**config.mk**
```make
export PLATFORM = sky130hd
export DESIGN_NAME = sram1rw256x32_arbiter
export DESIGN_NICKNAME = d
export VERILOG_FILES = /design/src/rtl/sram_arb_pkg.sv /design/src/rtl/sram_resp_fifo.sv /design/src/rtl/sram1rw256x32_arbiter.sv
export SDC_FILE = /design/constraint.sdc
export NUM_CORES = 1
export LEC_CHECK = 0
export CAP_MARGIN = 20
export CORE_ASPECT_RATIO = 0.8
export CORE_UTILIZATION = 47
export DETAILED_ROUTE_END_ITERATION = 6
export GPL_ROUTABILITY_DRIVEN = 0
export GPL_TIMING_DRIVEN = 0
export PLACE_DENSITY_LB_ADDON = 0.1
export SYNTH_ARGS = -nofsm -noshare
export SYNTH_HDL_FRONTEND = slang
export SYNTH_SLANG_ARGS = --single-unit
```
**constraint.sdc**
```tcl
create_clock -name clock -period 2.4 [get_ports clock]
set_input_delay 0.36 -clock clock [delete_from_list [all_inputs] [get_ports clock]]
set_output_delay 0.36 -clock clock [all_outputs]
set_load 0.01 [all_outputs]
```
**src/rtl/sram_arb_pkg.sv**
```systemverilog
// Shared widths and payload types for the two-requester SRAM arbiter.
package sram_arb_pkg;

    localparam int unsigned ADDR_W = 8;
    localparam int unsigned DATA_W = 32;
    localparam int unsigned WORDS  = 256;
    localparam int unsigned NREQ   = 2;

    // Registered macro pin bundle (controls active-low).
    typedef struct packed {
        logic              csb;
        logic              web;
        logic              oeb;
        logic [ADDR_W-1:0] a;
        logic [DATA_W-1:0] i;
    } sram_cmd_t;

    // Read tag travelling alongside the macro access.
    typedef struct packed {
        logic valid;
        logic id;
    } rd_tag_t;

    localparam sram_cmd_t CMD_RESET = '{csb: 1'b1, web: 1'b1, oeb: 1'b1, a: '0, i: '0};

endpackage

```
**src/rtl/sram_resp_fifo.sv**
```systemverilog
// Per-requester read-response FIFO; head is presented on rdata while not empty.
module sram_resp_fifo #(
    parameter int unsigned DEPTH  = 4,
    parameter int unsigned DATA_W = 32
) (
    input  logic                         clock,
    input  logic                         reset,
    input  logic                         push,
    input  logic [DATA_W-1:0]            wdata,
    input  logic                         pop,
    output logic [DATA_W-1:0]            rdata,
    output logic                         full,
    output logic                         empty,
    output logic [$clog2(DEPTH+1)-1:0]   count
);

    localparam int unsigned CNT_W = $clog2(DEPTH + 1);
    localparam int unsigned PTR_W = (DEPTH > 1) ? $clog2(DEPTH) : 1;

    logic [DATA_W-1:0] mem [DEPTH];
    logic [PTR_W-1:0]  wr_ptr;
    logic [PTR_W-1:0]  rd_ptr;
    logic              do_push;
    logic              do_pop;

    function automatic logic [PTR_W-1:0] next_ptr(input logic [PTR_W-1:0] p);
        return (p == PTR_W'(DEPTH - 1)) ? '0 : p + PTR_W'(1);
    endfunction

    assign full    = (count == CNT_W'(DEPTH));
    assign empty   = (count == '0);
    assign do_push = push & ~full;
    assign do_pop  = pop & ~empty;
    assign rdata   = mem[rd_ptr];

    // Storage array; contents need no reset since count gates visibility.
    always_ff @(posedge clock) begin
        if (do_push) begin
            mem[wr_ptr] <= wdata;
        end
    end

    // Pointers and occupancy.
    always_ff @(posedge clock) begin
        if (reset) begin
            wr_ptr <= '0;
            rd_ptr <= '0;
            count  <= '0;
        end else begin
            if (do_push) wr_ptr <= next_ptr(wr_ptr);
            if (do_pop)  rd_ptr <= next_ptr(rd_ptr);
            case ({do_push, do_pop})
                2'b10:   count <= count + CNT_W'(1);
                2'b01:   count <= count - CNT_W'(1);
                default: ;
            endcase
        end
    end

endmodule

```
**src/rtl/sram1rw256x32_arbiter.sv**
```systemverilog
// Round-robin arbiter and pin sequencer for a single-port 256x32 SRAM macro
// shared by two requesters, with per-requester read-response FIFOs.
module sram1rw256x32_arbiter
    import sram_arb_pkg::*;
#(
    parameter int unsigned RESP_DEPTH = 4
) (
    input  logic                         clock,
    input  logic                         reset,
    input  logic [NREQ-1:0]              req_valid,
    output logic [NREQ-1:0]              req_ready,
    input  logic [NREQ-1:0]              req_write,
    input  logic [NREQ-1:0][ADDR_W-1:0]  req_addr,
    input  logic [NREQ-1:0][DATA_W-1:0]  req_wdata,
    output logic [NREQ-1:0]              resp_valid,
    input  logic [NREQ-1:0]              resp_ready,
    output logic [NREQ-1:0][DATA_W-1:0]  resp_rdata,
    output logic                         sram_csb,
    output logic                         sram_web,
    output logic                         sram_oeb,
    output logic [ADDR_W-1:0]            sram_a,
    output logic [DATA_W-1:0]            sram_i,
    input  logic [DATA_W-1:0]            sram_o
);

    localparam int unsigned OUT_W = $clog2(RESP_DEPTH + 1);

    logic                        prio;
    logic [NREQ-1:0][OUT_W-1:0]  outstanding;
    logic [NREQ-1:0]             eligible;
    logic [NREQ-1:0]             grant;
    logic                        gnt_any;
    logic                        gnt_id;
    logic [NREQ-1:0]             rd_accept;
    logic [NREQ-1:0]             pop;
    logic [NREQ-1:0]             push;
    logic [NREQ-1:0]             fifo_empty;
    sram_cmd_t                   cmd_d;
    sram_cmd_t                   cmd_q;
    rd_tag_t                     tag_d;
    rd_tag_t                     tag_s1;
    rd_tag_t                     tag_s2;

    // FIFO status flags are redundant with the outstanding counters.
    logic [NREQ-1:0]             fifo_full_unused;
    logic [NREQ-1:0][OUT_W-1:0]  fifo_count_unused;

    // Reads are eligible only while a response slot is guaranteed.
    always_comb begin
        eligible = '0;
        for (int k = 0; k < NREQ; k++) begin
            eligible[k] = req_valid[k]
                        & (req_write[k] | (outstanding[k] < OUT_W'(RESP_DEPTH)));
        end
    end

    // Single grant per cycle; prio breaks ties.
    always_comb begin
        grant = '0;
        if (!reset) begin
            if (&eligible) grant[prio] = 1'b1;
            else           grant       = eligible;
        end
    end

    assign gnt_any   = |grant;
    assign gnt_id    = grant[1];
    assign req_ready = grant;
    assign rd_accept = grant & ~req_write;
    assign pop       = resp_valid & resp_ready;
    assign resp_valid = ~fifo_empty;

    // Next macro command and read tag for the granted request.
    always_comb begin
        cmd_d     = cmd_q;
        cmd_d.csb = 1'b1;
        cmd_d.web = 1'b1;
        cmd_d.oeb = 1'b1;
        tag_d     = '0;
        if (gnt_any) begin
            cmd_d.csb   = 1'b0;
            cmd_d.web   = ~req_write[gnt_id];
            cmd_d.oeb   = req_write[gnt_id];
            cmd_d.a     = req_addr[gnt_id];
            cmd_d.i     = req_wdata[gnt_id];
            tag_d.valid = ~req_write[gnt_id];
            tag_d.id    = gnt_id;
        end
    end

    // Command register, tag pipeline and round-robin pointer.
    always_ff @(posedge clock) begin
        if (reset) begin
            cmd_q  <= CMD_RESET;
            tag_s1 <= '0;
            tag_s2 <= '0;
            prio   <= 1'b0;
        end else begin
            cmd_q  <= cmd_d;
            tag_s1 <= tag_d;
            tag_s2 <= tag_s1;
            if (gnt_any) prio <= ~gnt_id;
        end
    end

    // Reads in flight plus queued responses, per requester.
    always_ff @(posedge clock) begin
        for (int k = 0; k < NREQ; k++) begin
            if (reset) begin
                outstanding[k] <= '0;
            end else begin
                case ({rd_accept[k], pop[k]})
                    2'b10:   outstanding[k] <= outstanding[k] + OUT_W'(1);
                    2'b01:   outstanding[k] <= outstanding[k] - OUT_W'(1);
                    default: ;
                endcase
            end
        end
    end

    // Macro read data lands in the FIFO named by the stage-2 tag.
    always_comb begin
        push = '0;
        for (int k = 0; k < NREQ; k++) begin
            push[k] = tag_s2.valid & (tag_s2.id == 1'(k));
        end
    end

    for (genvar k = 0; k < NREQ; k++) begin : g_resp
        sram_resp_fifo #(
            .DEPTH  (RESP_DEPTH),
            .DATA_W (DATA_W)
        ) u_fifo (
            .clock (clock),
            .reset (reset),
            .push  (push[k]),
            .wdata (sram_o),
            .pop   (pop[k]),
            .rdata (resp_rdata[k]),
            .full  (fifo_full_unused[k]),
            .empty (fifo_empty[k]),
            .count (fifo_count_unused[k])
        );
    end

    assign sram_csb = cmd_q.csb;
    assign sram_web = cmd_q.web;
    assign sram_oeb = cmd_q.oeb;
    assign sram_a   = cmd_q.a;
    assign sram_i   = cmd_q.i;

endmodule

```
# Word-level counts from Yosys, hierarchy flattened
# Memory sizes are Yosys's and may differ from the RTL's. A register that Yosys moved wholly into a read port is not among the register bits.
# Cells that the tools add are included.
[totals]
reg_bits = 68
mem_bits_rw = 256
in_bits = 120
mem_count = 2
[classes]
addsub = 12
order_cmp = 5
eq_ne = 14
muxes = 27
bitwise_logic = 22
n_reduce_logical = 10
[mem_list]
columns = ["memory", "words", "width", "read_ports", "rd_ports_with_merged_regs", "write_ports", "line_no", "text"]
rows = [
  ["g_resp[0].u_fifo.mem", 4, 32, 1, 1, 1, "sram_resp_fifo.sv:20", "logic [DATA_W-1:0] mem [DEPTH];"],
  ["g_resp[1].u_fifo.mem", 4, 32, 1, 1, 1, "sram_resp_fifo.sv:20", ""],
]
[op_table]
columns = ["op", "n"]
rows = [
  ["$mux 32", 2],
  ["$mux 43", 1],
  ["$pmux 3 s2", 4],
  ["$mux 2", 10],
  ["$eq 2x2->1 const B", 8],
  ["$mux 8", 2],
  ["$add 3x1->3 const B", 4],
  ["$sub 3x1->3 const B", 4],
  ["$add 2x1->2 const B", 4],
  ["$and 1x1->1", 8],
  ["$eq 2x1->1 const B", 4],
  ["$not 1->1", 8],
  ["$reduce_bool 2->1", 4],
  ["$mux 1", 7],
  ["$eq 3x3->1 const B", 2],
  ["$logic_not 3->1", 2],
  ["$lt 3x3->1 const B", 2],
  ["$and 2x2->2", 2],
  ["$lt 1x2->1 const B", 2],
  ["$not 2->2", 2],
  ["$reduce_or 2->1", 2],
  ["$or 1x1->1", 2],
  ["$reduce_and 2->1", 1],
  ["$demux 1 s1", 1],
  ["other kinds (2)", 2],
]

# Depth between registers and ports, before layout
[depth]
word_depth = 10
ltp_mapped = 11
ltp_nobuf = 9

# Cells and area by module
# A second synthesis with hierarchy kept.
[hier_totals]
hier_cells = 697
hier_area_um2 = 12539.5
[by_module_without_submodules]
columns = ["mod", "instances", "cells_per_inst", "area_each_um2", "seq_area_each_um2"]
rows = [
  ["sram_resp_fifo", 2, 221, 5102.4, 4023.9],
  ["sram1rw256x32_arbiter", 1, 255, 2334.7, 1081.0],
]

# Least setup slack after synthesis
# OpenSTA, ideal clock, no wires.
[synth_path]
path_kind = "input to register"
from = "input req_write[0]"
to = "register outstanding[5] in the netlist's numbering"
setup_time_ps = 71
t_arrival_ps = 2329
setup_slack_ps = 0
stages = 11
path_buffers = 2
path_cell_list = "nand2b_4 -> nand2_4 -> o2111ai_2 -> buf_6 -> buf_8 -> or2_1 -> ha_1 -> fa_1 -> xnor2_1 -> or3_1 -> a21oi_1"
[synth_between]
elab_chain_cells = 8
word_cells_on_any_way = 10
cone_classes = "eq/ne: 2; mux: 3; bitwise: 3; reduce/logical: 2"
[synth_rtl]
columns = ["element", "line_no", "text"]
rows = [
  ["start, declared", "sram1rw256x32_arbiter.sv:12", "input logic [NREQ-1:0] req_write,"],
  ["$or 1x1->1 *", "sram1rw256x32_arbiter.sv:53", "& (req_write[k] | (outstanding[k] < OUT_W'(RESP_DEPTH)));"],
  ["$and 1x1->1 *", "sram1rw256x32_arbiter.sv:53", ""],
  ["$reduce_and 2->1 *", "sram1rw256x32_arbiter.sv:61", "if (&eligible) grant[prio] = 1'b1;"],
  ["$mux 2 *", "sram1rw256x32_arbiter.sv:61", ""],
  ["$mux 2 *", "sram1rw256x32_arbiter.sv:60", "if (!reset) begin"],
  ["$and 2x2->2 *", "sram1rw256x32_arbiter.sv:69", "assign rd_accept = grant & ~req_write;"],
  ["$eq 2x1->1 or $eq 2x2->1 (tied branches)", "sram1rw256x32_arbiter.sv:112", "case ({rd_accept[k], pop[k]})"],
  ["$pmux 3 s2 or $reduce_bool 2->1 (tied branches)", "n/a", ""],
  ["end signal, assigned by index", "sram1rw256x32_arbiter.sv:113", "2'b10: outstanding[k] <= outstanding[k] + OUT_W'(1);"],
  ["end signal, assigned by index", "sram1rw256x32_arbiter.sv:114", "2'b01: outstanding[k] <= outstanding[k] - OUT_W'(1);"],
  ["end, declared", "sram1rw256x32_arbiter.sv:29", "logic [NREQ-1:0][OUT_W-1:0] outstanding;"],
]
# Mark *: on every way between the ends. The rest lies on a longest branch, timed or not.
# A chain may end at the register's enable or synchronous reset.

==> metrics.txt <==
clock root buffer clkbuf_16; Period minus WS final approximately 2.6 ns; area grow syn2layout 33.81%; Synth Area per Inst between 15 and 20 µm²; register area share after synthesis 0.7292; Yosys warnings 0; Inserted Clock Buffers 34; Initial Utilization 0.4780; first-pass GRT wire length 41.54 mm; status finished with violations; Worst Path Arrival approximately 2.2 ns; fin worst setup slack -0.1577 ns; Post-Syn Nets between 800 and 900; critical path class flop to primary output; Setup Slack @ Placement -0.6466 ns; Vias roughly 7k; Rows 53; Cell Area, Synth 12520 µm²; Post-synth EDFFs between 200 and 300; Boundary Pins ~230; sum of negative setup slack -3.088 ns; First-pass DRT Iterations 4; Clock Tree Buf Depth 3; Pwr Density ~780 nW/µm²; failing checks negative setup slack; Clock Skew roughly 0.017 ns; final wirelength ~28 mm; Slew @ Worst Pin between 0.5 and 0.6 ns; Post-DRT Antenna Nets 0; Clock Sinks roughly 330; vias in the first global route 7462; crit-path max FO 10; later-pin clock latency in the skew report ~0.50 ns; Yosys cell types 40; GR Util All Layers 0.2054; Yosys reg bits roughly 330; P_leak roughly 6 nW; area fraction of the dominant cell type after synthesis 0.6140; layout cell share with drive strength beyond 1 0.1929; layout net count ~1.1k; max cap viols 0; main flop type after synthesis edfxtp_1; Synth area leaders edfxtp_1 61%, dfxtp_1 12%, mux4_2 12%, mux2i_1 3.6%, nand3_1 1.5%; die area between 20000 and 30000 µm²; Diodes inserted 0; most frequent cell after synthesis edfxtp_1; via/cell ratio 5.254; Die Y between 100 and 150 µm; CP Data Required Time around 2.0 ns; Starting DRT DRC Count about 300; dominant cell type by area after synthesis edfxtp_1; post-synthesis cell count between 600 and 700; total global routing overflow 0; largest net degree at the start of global routing 27; DR DRC count 0; H-tree level count 2; maximum VDD drop approximately 0.43 mV; TritonCTS clock tree built; FFs w/ async S/R, synth 0; RSZ-0062 raised after global routing true; Hold WC Path Type input port to flop; critical path capture point type primary output; synth cell count leaders 256 x edfxtp_1, 72 x dfxtp_1, 64 x mux4_2, 45 x mux2i_1, 38 x nand3_1; worst rel slew slack 0.6540; Slew Limit Fails 0; CP Launch Type flop; Core ar. 26190 µm²; post-DP HPWL about 19 mm; clock transition at the registers of the reported paths ~0.060 ns; initial antenna violation count 0; DIE WIDTH about 180 µm; Fin. Hold Viols 0; I/O Buffers 229; fin crit share 1.066; Fmax 0.3910 GHz; final setup violation count 23; DR WL/cell just over 20 µm
==> area by class of cell <==
type                       instances  area (µm²)
tap                              357       446.7
sequential                       328        9134
timing repair buffer             246        2512
multi-input combinational        291        3108
clock inverter                    16       209.0
clock buffer                      45       923.4
buffer                            34       344.1
inverter                          20       75.07
fill                            1856        9442
==> cells by family (layout without fill, tap and decap cells) <==
| logic type | count (synthesis) | count (layout) | synth area share |
|---|---|---|---|
| muxes | 109 | 109 | 0.1511 |
| adders and majority gates | 18 | 18 | 0.02039 |
| and+or+nand+nor | 94 | 94 | 0.03898 |
| buffers and inverters | 54 | 361 | 0.02508 |
| AOI/OAI and AO/OA | 62 | 62 | 0.02968 |
| xor gates and xnor gates | 8 | 8 | 0.005597 |
| DFF | 328 | 328 | 0.7292 |
==> worst max-delay path, cell delays in order, from the launching register on <==
cell,delay [ns]
dfxtp_1,0.30
buf_4,0.18
buf_8,0.18
mux4_2,0.54
clkdlybuf4s50_1,0.50
==> per-layer routing <==
layer	GRT usage	wire length (µm)	vias to the layer above
li1	-	-	3209
met2	0.3542	13930	243
met1	0.2599	11340	3519
met3	0.04287	1676	53
met4	0.06500	750	0
met5	0	0	-
==> final timing paths <==
kind	from	to	slack, ns	cells after the start
max reg2reg	g_resp[0].u_fifo.count[0]	outstanding[2]	0.09	8
min reg2reg	sram_i[4]	sram_i[4]	0.46	2
min	reset	sram_a[7]	0.13	2
max	flop	resp_rdata[5]	-0.16	4
==> flip-flops by register name, summed over array words and instances (netlist names), 2 cells and up, named ones only <==
register / count
sram_i: 32
sram_a: 8
outstanding: 6
g_resp.u_fifo.rd_ptr: 4
g_resp.u_fifo.wr_ptr: 4
tag_s1: 2
g_resp.u_fifo.mem: 256
tag_s2: 2
g_resp.u_fifo.count: 6
==> timing repair <==
action,in CTS,in global routing
gates resized for setup,84,28
gates cloned,0,2
setup buffers,3,4
endpoints found under the setup margin,65,44
pin swaps,0,2
hold buffers,0,0
==> per-stage QoR <==
stage	total power [mW]	util	instance area [µm²]	hold WS, ns	cells
global route	13.58	0.6396	16750	0.1309	1337
global placement	7.863	0.5825	15260	0.4414	1259
CTS	13.25	0.6358	16650	0.1161	1331
detailed placement	7.906	0.5890	15430	0.4523	1267
finish	13.13	0.6396	16750	0.1294	1337
floorplan	7.124	-	12520	0.4138	673
==> cells in the final DEF, fill, tap and decap left out, types with 10 or more instances in the layout <==
cell / instances
dfxtp_1: 70
mux2i_1: 45
mux4_2: 64
edfxtp_1: 256
o21ai_1: 32
a21oi_1: 12
nand3_1: 38
ha_1: 13
clkdlybuf4s50_1: 184
clkbuf_1: 18
inv_1: 17
clkbuf_16: 37
dlygate4sd2_1: 25
nor2_1: 18
buf_12: 14
buf_4: 10
==> power breakdown <==
group	internal [mW]	total (mW)	leakage, nW	switching (mW)
combinational	0.830	1.47	2.46	0.643
sequential	6.25	6.33	2.90	0.0761
clock	3.25	5.33	0.553	2.07
Note: power is estimated with default switching activity, not from simulation.
